`src/rtl/priority_write_arbiter.sv`:
```
// Round-robin write arbiter owning a shared 8-bit register: one registered commit per grant,
// then a HOLD window of HOLD_CYCLES cycles during which requests are ignored.
module priority_write_arbiter #(
    parameter int          INPUT_COUNT = 4,
    parameter int          HOLD_CYCLES = 2,
    parameter logic [7:0]  RESET_VALUE = 8'h00,
    localparam int         IDX_W       = $clog2(INPUT_COUNT)
) (
    input  logic                       clk,
    input  logic                       rst_n,
    input  logic                       clr_i,
    input  logic [INPUT_COUNT-1:0]     req_i,
    input  logic [INPUT_COUNT*8-1:0]   req_data_i,
    output logic [7:0]                 data_out_o,
    output logic [INPUT_COUNT-1:0]     ack_o,
    output logic                       write_strobe_o,
    output logic [IDX_W-1:0]           grant_idx_o,
    output logic                       busy_o
);

    localparam int               PTR_W   = IDX_W + 1;
    localparam int               CNT_W   = $clog2(HOLD_CYCLES + 1);
    localparam logic [CNT_W-1:0] HOLD_LD = CNT_W'(HOLD_CYCLES);

    typedef enum logic {
        ST_IDLE,
        ST_HOLD
    } state_t;

    state_t                   state_q, state_d;
    logic [CNT_W-1:0]         cnt_q, cnt_d;
    logic [IDX_W-1:0]         rr_ptr_q, rr_ptr_d;
    logic [7:0]               data_q, data_d;
    logic [INPUT_COUNT-1:0]   ack_q, ack_d;
    logic                     strobe_q, strobe_d;
    logic [IDX_W-1:0]         gidx_q, gidx_d;

    logic [7:0]               slot [INPUT_COUNT];
    logic                     win_vld;
    logic [IDX_W-1:0]         win_idx;
    logic [IDX_W-1:0]         win_nxt;
    logic [PTR_W-1:0]         cand;

    for (genvar g = 0; g < INPUT_COUNT; g++) begin : g_slot
        assign slot[g] = req_data_i[g*8 +: 8];
    end

    // Search starts at rr_ptr; the extra pointer bit keeps the modulo wrap correct
    // when INPUT_COUNT is not a power of two.
    always_comb begin
        win_vld = 1'b0;
        win_idx = '0;
        cand    = '0;
        for (int k = 0; k < INPUT_COUNT; k++) begin
            cand = {1'b0, rr_ptr_q} + PTR_W'(k);
            if (cand >= PTR_W'(INPUT_COUNT)) begin
                cand = cand - PTR_W'(INPUT_COUNT);
            end
            if (!win_vld && req_i[cand[IDX_W-1:0]]) begin
                win_vld = 1'b1;
                win_idx = cand[IDX_W-1:0];
            end
        end
    end

    assign win_nxt = (win_idx == IDX_W'(INPUT_COUNT - 1)) ? '0 : win_idx + IDX_W'(1);

    always_comb begin
        state_d  = state_q;
        cnt_d    = cnt_q;
        rr_ptr_d = rr_ptr_q;
        data_d   = data_q;
        ack_d    = '0;
        strobe_d = 1'b0;
        gidx_d   = gidx_q;
        if (clr_i) begin
            // grant_idx intentionally survives a soft clear
            state_d  = ST_IDLE;
            cnt_d    = '0;
            rr_ptr_d = '0;
            data_d   = RESET_VALUE;
        end else begin
            case (state_q)
                ST_IDLE: begin
                    if (win_vld) begin
                        data_d   = slot[win_idx];
                        ack_d    = INPUT_COUNT'(1) << win_idx;
                        strobe_d = 1'b1;
                        gidx_d   = win_idx;
                        rr_ptr_d = win_nxt;
                        cnt_d    = HOLD_LD;
                        state_d  = ST_HOLD;
                    end
                end
                ST_HOLD: begin
                    cnt_d = cnt_q - CNT_W'(1);
                    if (cnt_q <= CNT_W'(1)) begin
                        cnt_d   = '0;
                        state_d = ST_IDLE;
                    end
                end
                default: begin
                    state_d = ST_IDLE;
                    cnt_d   = '0;
                end
            endcase
        end
    end

    always_ff @(posedge clk or negedge rst_n) begin
        if (!rst_n) begin
            state_q  <= ST_IDLE;
            cnt_q    <= '0;
            rr_ptr_q <= '0;
            data_q   <= RESET_VALUE;
            ack_q    <= '0;
            strobe_q <= 1'b0;
            gidx_q   <= '0;
        end else begin
            state_q  <= state_d;
            cnt_q    <= cnt_d;
            rr_ptr_q <= rr_ptr_d;
            data_q   <= data_d;
            ack_q    <= ack_d;
            strobe_q <= strobe_d;
            gidx_q   <= gidx_d;
        end
    end

    assign data_out_o     = data_q;
    assign ack_o          = ack_q;
    assign write_strobe_o = strobe_q;
    assign grant_idx_o    = gidx_q;
    assign busy_o         = (state_q == ST_HOLD);

endmodule

```
`config.mk`:
```
export PLATFORM = sky130hd
export DESIGN_NAME = priority_write_arbiter
export DESIGN_NICKNAME = d
export VERILOG_FILES = /design/src/rtl/priority_write_arbiter.sv
export SDC_FILE = /design/constraint.sdc
export NUM_CORES = 1
export LEC_CHECK = 0
export CAP_MARGIN = 10
export CORE_MARGIN = 2
export CORE_UTILIZATION = 30
export DETAILED_ROUTE_END_ITERATION = 16
export SETUP_SLACK_MARGIN = 0.3
export SLEW_MARGIN = 20
export SYNTH_ARGS = -nofsm -noshare
export SYNTH_HDL_FRONTEND = slang
export SYNTH_SLANG_ARGS = --single-unit
export TNS_END_PERCENT = 50
```
`constraint.sdc`:
```
create_clock -name clk -period 2.6 [get_ports clk]
set_input_delay 0.52 -clock clk [delete_from_list [all_inputs] [get_ports clk]]
set_output_delay 0.52 -clock clk [all_outputs]
set_load 0.01 [all_outputs]
```
* Word level (Yosys, flattened, before mapping) *
Index checks and enable logic that the tools add are counted.

storage, ports and cells
  input bits = 39
  bits in registers = 20
  output and inout port bits = 16

cells by class
  bitwise logic cells = 3
  reductions and logical operators = 9
  $add $sub $neg = 9
  equal/unequal tests = 3
  shifts and indexed selects = 1
  muxes and demuxes = 43
  order comparisons = 10

operators by type and width
  cell                                                                           number
  8-bit two-way mux                                                              5
  2-bit two-way mux                                                              15
  8-bit binary-select mux with 2-bit select                                      1
  1-bit two-way mux                                                              13
  3-bit >= comparator (second input constant)                                    4
  2-bit by 3-bit less-than comparator with 1-bit output (second input constant)  4
  4-bit two-way mux                                                              3
  2-bit by 1-bit subtractor with 2-bit output (second input constant)            5
  1-bit binary-select mux with 2-bit select                                      4
  2-bit by 2-bit adder with 3-bit output (second input constant)                 2
  2-bit case mux with 2 select lines                                             1
  1-bit by 2-bit << shifter with 4-bit output (first input constant)             1
  2-bit by 1-bit adder with 3-bit output (second input constant)                 1
  2-bit by 3-bit >= comparator with 1-bit output (second input constant)         1
  1-bit logical AND                                                              3
  1-bit zero test                                                                3
  3-bit != test (second input constant)                                          1
  2-bit inverter with 3-bit output                                               1
  3-bit AND reduction                                                            1
  2-bit by 1-bit adder with 2-bit output (second input constant)                 1
  2-bit equality test (second input constant)                                    1
  2-bit by 1-bit <= comparator with 1-bit output (second input constant)         1
  2-bit != test (second input constant)                                          1
  1-bit inverter                                                                 2
  other kinds (3)                                                                3

* Logic depth before layout (Yosys ltp) *
Gate-level depths: netlist of the first run.

  word-level depth = 21
  gate-level depth with buffers = 6
  gate-level depth less buffers = 5

* Least setup slack after synthesis of the first run *
OpenSTA, ideal clock, no wires.

  kind = input-to-reg
  start point = input port req_i[2]
  end point = register rr_ptr_q[1]
  stages = 6
  slack = 0.988 ns
  library setup time = 0.076 ns
  path buffers = 1
  arrival = 1.536 ns
  path through = mux2i_1 -> o22a_4 -> nand2_8 -> buf_12 -> ha_1 -> o21ai_1

on the way
  longest elaborated chain between the ends = 17

RTL lines
  item                                                                           line  source
  start: declaration                                                             12    input logic [INPUT_COUNT-1:0] req_i,
  1-bit binary-select mux with 2-bit select                                      59    if (!win_vld && req_i[cand[IDX_W-1:0]]) begin
  1-bit two-way mux (implied by the code)                                        59
  1-bit two-way mux                                                              59
  1-bit zero test                                                                59
  1-bit logical AND                                                              59
  1-bit two-way mux                                                              59
  1-bit zero test                                                                59
  1-bit logical AND                                                              59
  1-bit two-way mux                                                              59
  1-bit zero test                                                                59
  1-bit logical AND                                                              59
  2-bit two-way mux                                                              59
  2-bit by 1-bit adder with 2-bit output or 2-bit equality test (tied branches)  66    assign win_nxt = (win_idx == IDX_W'(INPUT_COUNT - 1)) ? '0 : win_idx + IDX_W'(1);
  2-bit two-way mux                                                              66
  2-bit two-way mux                                                              85    if (win_vld) begin
  2-bit two-way mux                                                              83    case (state_q)
  2-bit two-way mux                                                              76    if (clr_i) begin
  end signal: assignment                                                         122   rr_ptr_q <= rr_ptr_d;
  end: declaration                                                               32    logic [IDX_W-1:0] rr_ptr_q, rr_ptr_d;

Parallel ways exist; a longest one is shown, timed or not. The select of a mux whose other input is x is not followed.
A chain may end at the register's enable or synchronous reset.

* Final worst setup path of the first run *
  start point = input port req_i[1]
  end point = register data_q[2], in the netlist data_out_o[2]

on the way
  longest elaborated chain between the ends = 19

RTL lines
  item                                                    line  source
  1-bit binary-select mux with 2-bit select               59
  1-bit two-way mux (implied by the code)                 59
  1-bit two-way mux                                       59
  1-bit zero test                                         59
  1-bit logical AND                                       59
  1-bit two-way mux                                       59
  1-bit zero test                                         59
  1-bit logical AND                                       59
  [2 not listed]                                          --
  1-bit logical AND                                       59
  2-bit two-way mux                                       59
  2-bit inverter with 3-bit output (implied by the code)  86    data_d = slot[win_idx];
  8-bit binary-select mux with 2-bit select               86
  8-bit two-way mux (implied by the code) (2 in series)   86
  8-bit two-way mux                                       85
  8-bit two-way mux                                       83
  8-bit two-way mux                                       76
  end signal: assignment                                  123   data_q <= data_d;
  end: declaration                                        33    logic [7:0] data_q, data_d;

Parallel ways exist; a longest one is shown, timed or not. The select of a mux whose other input is x is not followed.

==> results of run 1 <==
## through the flow
stage	utilization	cell area, sq um	total power [uW]	setup WS, ns
3_3_place_gp	0.467	1700	727	0.330
2_1_floorplan	-	1120	570	0.988
6_report	0.478	1740	926	0.511
4_1_cts	0.478	1740	935	0.505
5_1_grt	0.478	1740	992	0.376
3_5_place_dp	0.467	1700	732	0.241
## area by class of cell
cell class | count | share of cell area
clock buffer | 3 | 0.0238
multi-input combinational | 80 | 0.328
timing repair buffer | 55 | 0.315
sequential | 20 | 0.288
inverter | 4 | 0.0101
tap | 48 | 0.0346
## per-layer routing
layer | part of all wire | GRT usage
met5 | 0 | 0
met4 | 0.022 | 0.0703
met3 | 0.030 | 0.0291
met2 | 0.52 | 0.249
met1 | 0.43 | 0.193
## worst paths after layout
check / slack [ns] / from / to
max: 0.51 / req_i[1] / data_out_o[2]
min: 0.49 / data_out_o[6] / data_out_o[6]
max reg2reg: 0.92 / rr_ptr_q[1] / data_out_o[0]
min reg2reg: 0.49 / data_out_o[6] / data_out_o[6]
max in group asynchronous: 1.79 / rst_n / ack_o[3]
min in group asynchronous: 0.60 / rst_n / ack_o[0]
## Yosys cell counts
| cell type | n |
|---|---|
| nand2_8 | 1 |
| buf_2 | 1 |
| nand3_1 | 3 |
| inv_4 | 1 |
| o21ai_1 | 3 |
| buf_4 | 1 |
| nand2_4 | 1 |
| or3_1 | 1 |
| o22a_4 | 1 |
| nand3b_1 | 2 |
| ha_1 | 1 |
| mux2i_1 | 14 |
| a21oi_1 | 8 |
| dfrtp_1 | 20 |
| o21ai_0 | 3 |
| o221ai_1 | 5 |
| o22ai_1 | 1 |
| buf_12 | 1 |
| nor2_2 | 1 |
| o211ai_2 | 3 |
| nand2b_2 | 1 |
| o2bb2a_1 | 1 |
| nand2_1 | 15 |
| nand2b_1 | 1 |
| nor2_1 | 7 |
| a21o_2 | 1 |
| o31ai_1 | 1 |
| inv_1 | 3 |
| and2_1 | 1 |
| nor4_2 | 1 |
| a211o_1 | 3 |
## cells by family (layout without fill, tap and decap cells)
| logic type | after synthesis | count (layout) | synth area share |
|---|---|---|---|
| fa+ha+maj | 1 | 1 | 0.0112 |
| simple gates | 35 | 35 | 0.170 |
| compound gates | 30 | 30 | 0.203 |
| flops | 20 | 20 | 0.446 |
| buf+inv | 7 | 62 | 0.0446 |
| mux | 14 | 14 | 0.125 |
## power by group
group / total (uW) / leakage (uW) / switching (uW) / internal [uW]
clock: 202 / 0.0000216 / 98.6 / 103
sequential: 381 / 0.000264 / 28.4 / 352
combinational: 344 / 0.000471 / 157 / 187
## registers in the layout, indices dropped and copies added, names as in the netlist
signal,count
rr_ptr_q,2
data_out_o,8
write_strobe_o,1
busy_o,1
ack_o,4
grant_idx_o,2
cnt_q,2
## worst max-delay path: stages
cell and delay [ns]:
clkdlybuf4s50_1 0.51, nor4_2 0.41, or3_1 0.39, inv_4 0.09, nand2_4 0.14, o221ai_1 0.15
## placed cells by master (no fill, tap or decap), types with 2 or more instances in the layout
cell,n
nand2_1,15
dfrtp_1,20
mux2i_1,14
nand3_1,3
o221ai_1,5
o21ai_0,3
nor2_1,7
o21ai_1,3
a211o_1,3
nand3b_1,2
a21oi_1,8
o211ai_2,3
clkbuf_8,3
inv_1,3
clkdlybuf4s50_1,54
==> results.toml, run 1 <==
[sta]
fin_hold_ws_ns = 0.493
final_hold_viol_count = 0
fmax_ghz = 0.479
slew_viol_final = 0
fin_crit_sh = 0.803
setup_viol = 0
worstMarginPinSlew_ns = 0.417
slew_headroom = 0.722
fin_crit_ns = 2.09
timing.setup.tns_ns = 0
rsz0062_at_grt = "false"
finalClockSkew_ns = 0.00379

[floorplan]
io_pins = 55
core-area_sq_um = 3630
die_h_um = 65.1
initial_core_util = 0.309
row_count = 22
die_w_um = 65.1
die_area_sq_um = 4240

[global_route]
grt_overflow = 0
grt_antenna_before_repair = 0
grt_pass1_wl_um = 4820
grt_pass1_vias = 980
grt_max_degree = 21
track_usage = 0.151

[yosys]
synth_area_leaders = "dfrtp_1, mux2i_1, nand2_1"
syn_nets = 147
synth_top_cell_area_share = 0.446
avgSynthCellArea_sq_um = 10.5
yosysUniqueCellTypes = 31
synth_area_sq_um = 1120
ys_warn_count = 0
synth_seq_area_share = 0.446
synthCells = 107
yosysTopAreaCell = "dfrtp_1"
ys_seq_elements = 20

[clock_network]
htree_levels = 1
cts_resized = 0
clkSlewWorstSetupHoldPaths_ns = 0.07
clock-sinks = 20
insertion_delay_ns = 0.26
post_cts.repair.setup_buffers = 0
cts_root_buf = "clkbuf_8"
hold_buffers = 0
numCtsBuffers = 3
clockBufferDepth = 2
cts_tree = "done"

[routing]
wl_per_cell_um = 14.2
wl_um = 2980
via_per_inst = 5.01
drtAntennaViolNets = 0
via_count = 1052
firstDrtPassIters = 4
drt_iter0_drc = 89
drcViolationCount = 0

[place]
dp_hpwl_um = 2360
placedCellCount = 207
port_buffers = 54
place.gp.congestion = 0.700

[critical_path]
critical_path.endpoint_type = "flop"
crit_fanout = 10
critPathArrivalTime_ns = 2.22
start_kind = "input pin"
worstSetupPathType = "input pin to flop"
required_ns = 2.73
r2r_cells = 5

[power_and_ir_drop]
p_leak_uw = 0.000756
p_per_area_nw_per_um2 = 533
peakVddDrop_mv = 0.180

[cells_and_area]
final_nets = 204
n_fill_cell = 348
layout-drive-gt1-share = 0.0926
multi_input_area_sq_um = 571
area_growth_pct = 55.0
antennaDiodeCount = 0
seq_area_sq_um = 500
final_cell_count_no_fill = 210

[outcome]
outcome = "finished, final reports clean"

[worst_hold_path]
min_path_cells = 2
worstHoldPathType = "flop to flop"

[flow_run]
maxCapViolCount = 0
(Power assumes the default switching activity.)
==> inputs of run 2 (changes only) <==
==> constraint.sdc (replaced) <==
create_clock -name clk -period 2.2 [get_ports clk]
set_input_delay 0.44 -clock clk [delete_from_list [all_inputs] [get_ports clk]]
set_output_delay 0.44 -clock clk [all_outputs]
set_load 0.01 [all_outputs]
==> run 2 against run 1 <==
Against the previous run:
- sequential share of layout area decreased by 1.4 points
- via count fell by 5.5%
- clock-buffer cell count unchanged
- die area is the same
- register-to-register slack worse by 0.38 ns
- cell area is 5.0% higher
- combinational power grew 23%
- critical path depth unchanged
- global-route usage shrank 0.18 points
- final cell count increased by 1.9%
- total power up 34%
- critical path type unchanged
- critical endpoint is now data_out_o[1]
==> results.toml, run 2 (synthesized netlist as in run 1, its figures left out) <==
[worst_hold_path]
worstHoldPathType = "flop to flop"
min_path_cells = 2
hold_start = "data_out_o[2]"
holdPathEnd = "data_out_o[2]"

[critical_path]
r2r_cells = 5
r2r_end = "rr_ptr_q[1]"
required_ns = 2.38
critical_path.endpoint_type = "flop"
worstSetupPathType = "input pin to flop"
timing.reg2reg.setup_slack_ns = 0.54
start_kind = "input pin"
critPathArrivalTime_ns = 1.98
crit_fanout = 7
timing.rr.start = "rr_ptr_q[1]"
crit_start = "req_i[1]"

[global_route]
grt_pass1_wl_um = 4860
grt_pass1_vias = 1030
grt_max_degree = 21
track_usage = 0.150
grt_overflow = 0
grt_antenna_before_repair = 0

[clock_network]
post_cts.repair.setup_buffers = 0
insertion_delay_ns = 0.26
clock-sinks = 20
cts_root_buf = "clkbuf_8"
hold_buffers = 0
clkSlewWorstSetupHoldPaths_ns = 0.08
clockBufferDepth = 2
htree_levels = 1
numCtsBuffers = 3
cts_tree = "done"

[routing]
drtAntennaViolNets = 0
via_per_inst = 4.64
drt_iter0_drc = 39
wl_per_cell_um = 14.0
drcViolationCount = 0
wl_um = 2990
via_count = 994
firstDrtPassIters = 4

[place]
dp_slack_ns = 0.0533
port_buffers = 54
dp_hpwl_um = 2390
placedCellCount = 210
place.gp.congestion = 0.803

[sta]
setup_viol = 0
slew_viol_final = 0
fmax_ghz = 0.556
setup_ws_ns = 0.401
worstMarginPinSlew_ns = 0.266
rsz0062_at_grt = "true"
fin_hold_ws_ns = 0.496
fin_crit_sh = 0.818
finalClockSkew_ns = 0.00587
fin_crit_ns = 1.80
slew_headroom = 0.822
timing.setup.tns_ns = 0
final_hold_viol_count = 0

[cells_and_area]
mostFrequentLayoutCell = "clkdlybuf4s50_1"
layout_common_cells = "clkdlybuf4s50_1, dfrtp_1, nand2_1"
largest_reg_flops = 8
seq_area_sq_um = 500
final_nets = 207
final_cell_count_no_fill = 214
multi_input_area_sq_um = 591
area_growth_pct = 62.8
antennaDiodeCount = 0
layout-drive-gt1-share = 0.145
n_fill_cell = 341

[power_and_ir_drop]
peakVddDrop_mv = 0.371
p_per_area_nw_per_um2 = 678
p_leak_uw = 0.000798

[floorplan]
core-area_sq_um = 3630
die_w_um = 65.1
die_h_um = 65.1
die_area_sq_um = 4240
initial_core_util = 0.309
io_pins = 55
row_count = 22

[outcome]
outcome = "finished, final reports clean"

[flow_run]
maxCapViolCount = 0
run 2: critical path: stages:
cell	delay [ns]
clkdlybuf4s50_1	0.59
a21oi_1	0.07
o21ai_1	0.14
o2bb2a_2	0.29
nand2b_2	0.27
o221ai_1	0.17
run 2: final cells by class:
type / instances / share of cell area
timing repair buffer: 58 / 0.321
inverter: 4 / 0.00960
multi-input combinational: 80 / 0.324
clock buffer: 3 / 0.0226
clock inverter: 1 / 0.0164
tap: 48 / 0.0329
sequential: 20 / 0.274
run 2: per-stage QoR:
stage                     power [uW]   util  cell area, sq um
after global placement           866  0.477              1730
after global routing            1300  0.502              1830
after CTS                       1240  0.496              1800
after floorplan                  674      -              1120
after detailed placement         875  0.477              1730
final                           1240  0.502              1830
run 2: layer usage:
| layer | share of wire | wire length (um) | GRT usage | up-vias |
|---|---|---|---|---|
| li1 | - | - | - | 510 |
| met1 | 0.44 | 1320 | 0.189 | 464 |
| met2 | 0.52 | 1570 | 0.263 | 16 |
| met3 | 0.020 | 59 | 0.0137 | 4 |
| met4 | 0.014 | 42 | 0.0599 | 0 |
| met5 | 0 | 0 | 0 | - |
run 2: worst max-delay path by stage:
stage | slack, ns | cells past startpoint | endpoint
after floorplan | 0.65 | 6 | rr_ptr_q[1]
after global placement | 0.14 | 6 | data_out_o[2]
after detailed placement | 0.05 | 6 | data_out_o[4]
after CTS | 0.33 | 6 | data_out_o[4]
after global routing | 0.30 | 6 | data_out_o[1]
final | 0.40 | 6 | data_out_o[1]
run 2: timing repair:
item	in CTS	in global routing
endpoints found under the setup margin	0	12
gates resized for setup	0	6
hold endpoints to repair	0	0
run 2: power breakdown:
part           total, uW  internal, uW  leakage (uW)  switching, uW
combinational        422           235      0.000498            187
sequential           451           416      0.000264           34.9
clock                365           243     0.0000357            122
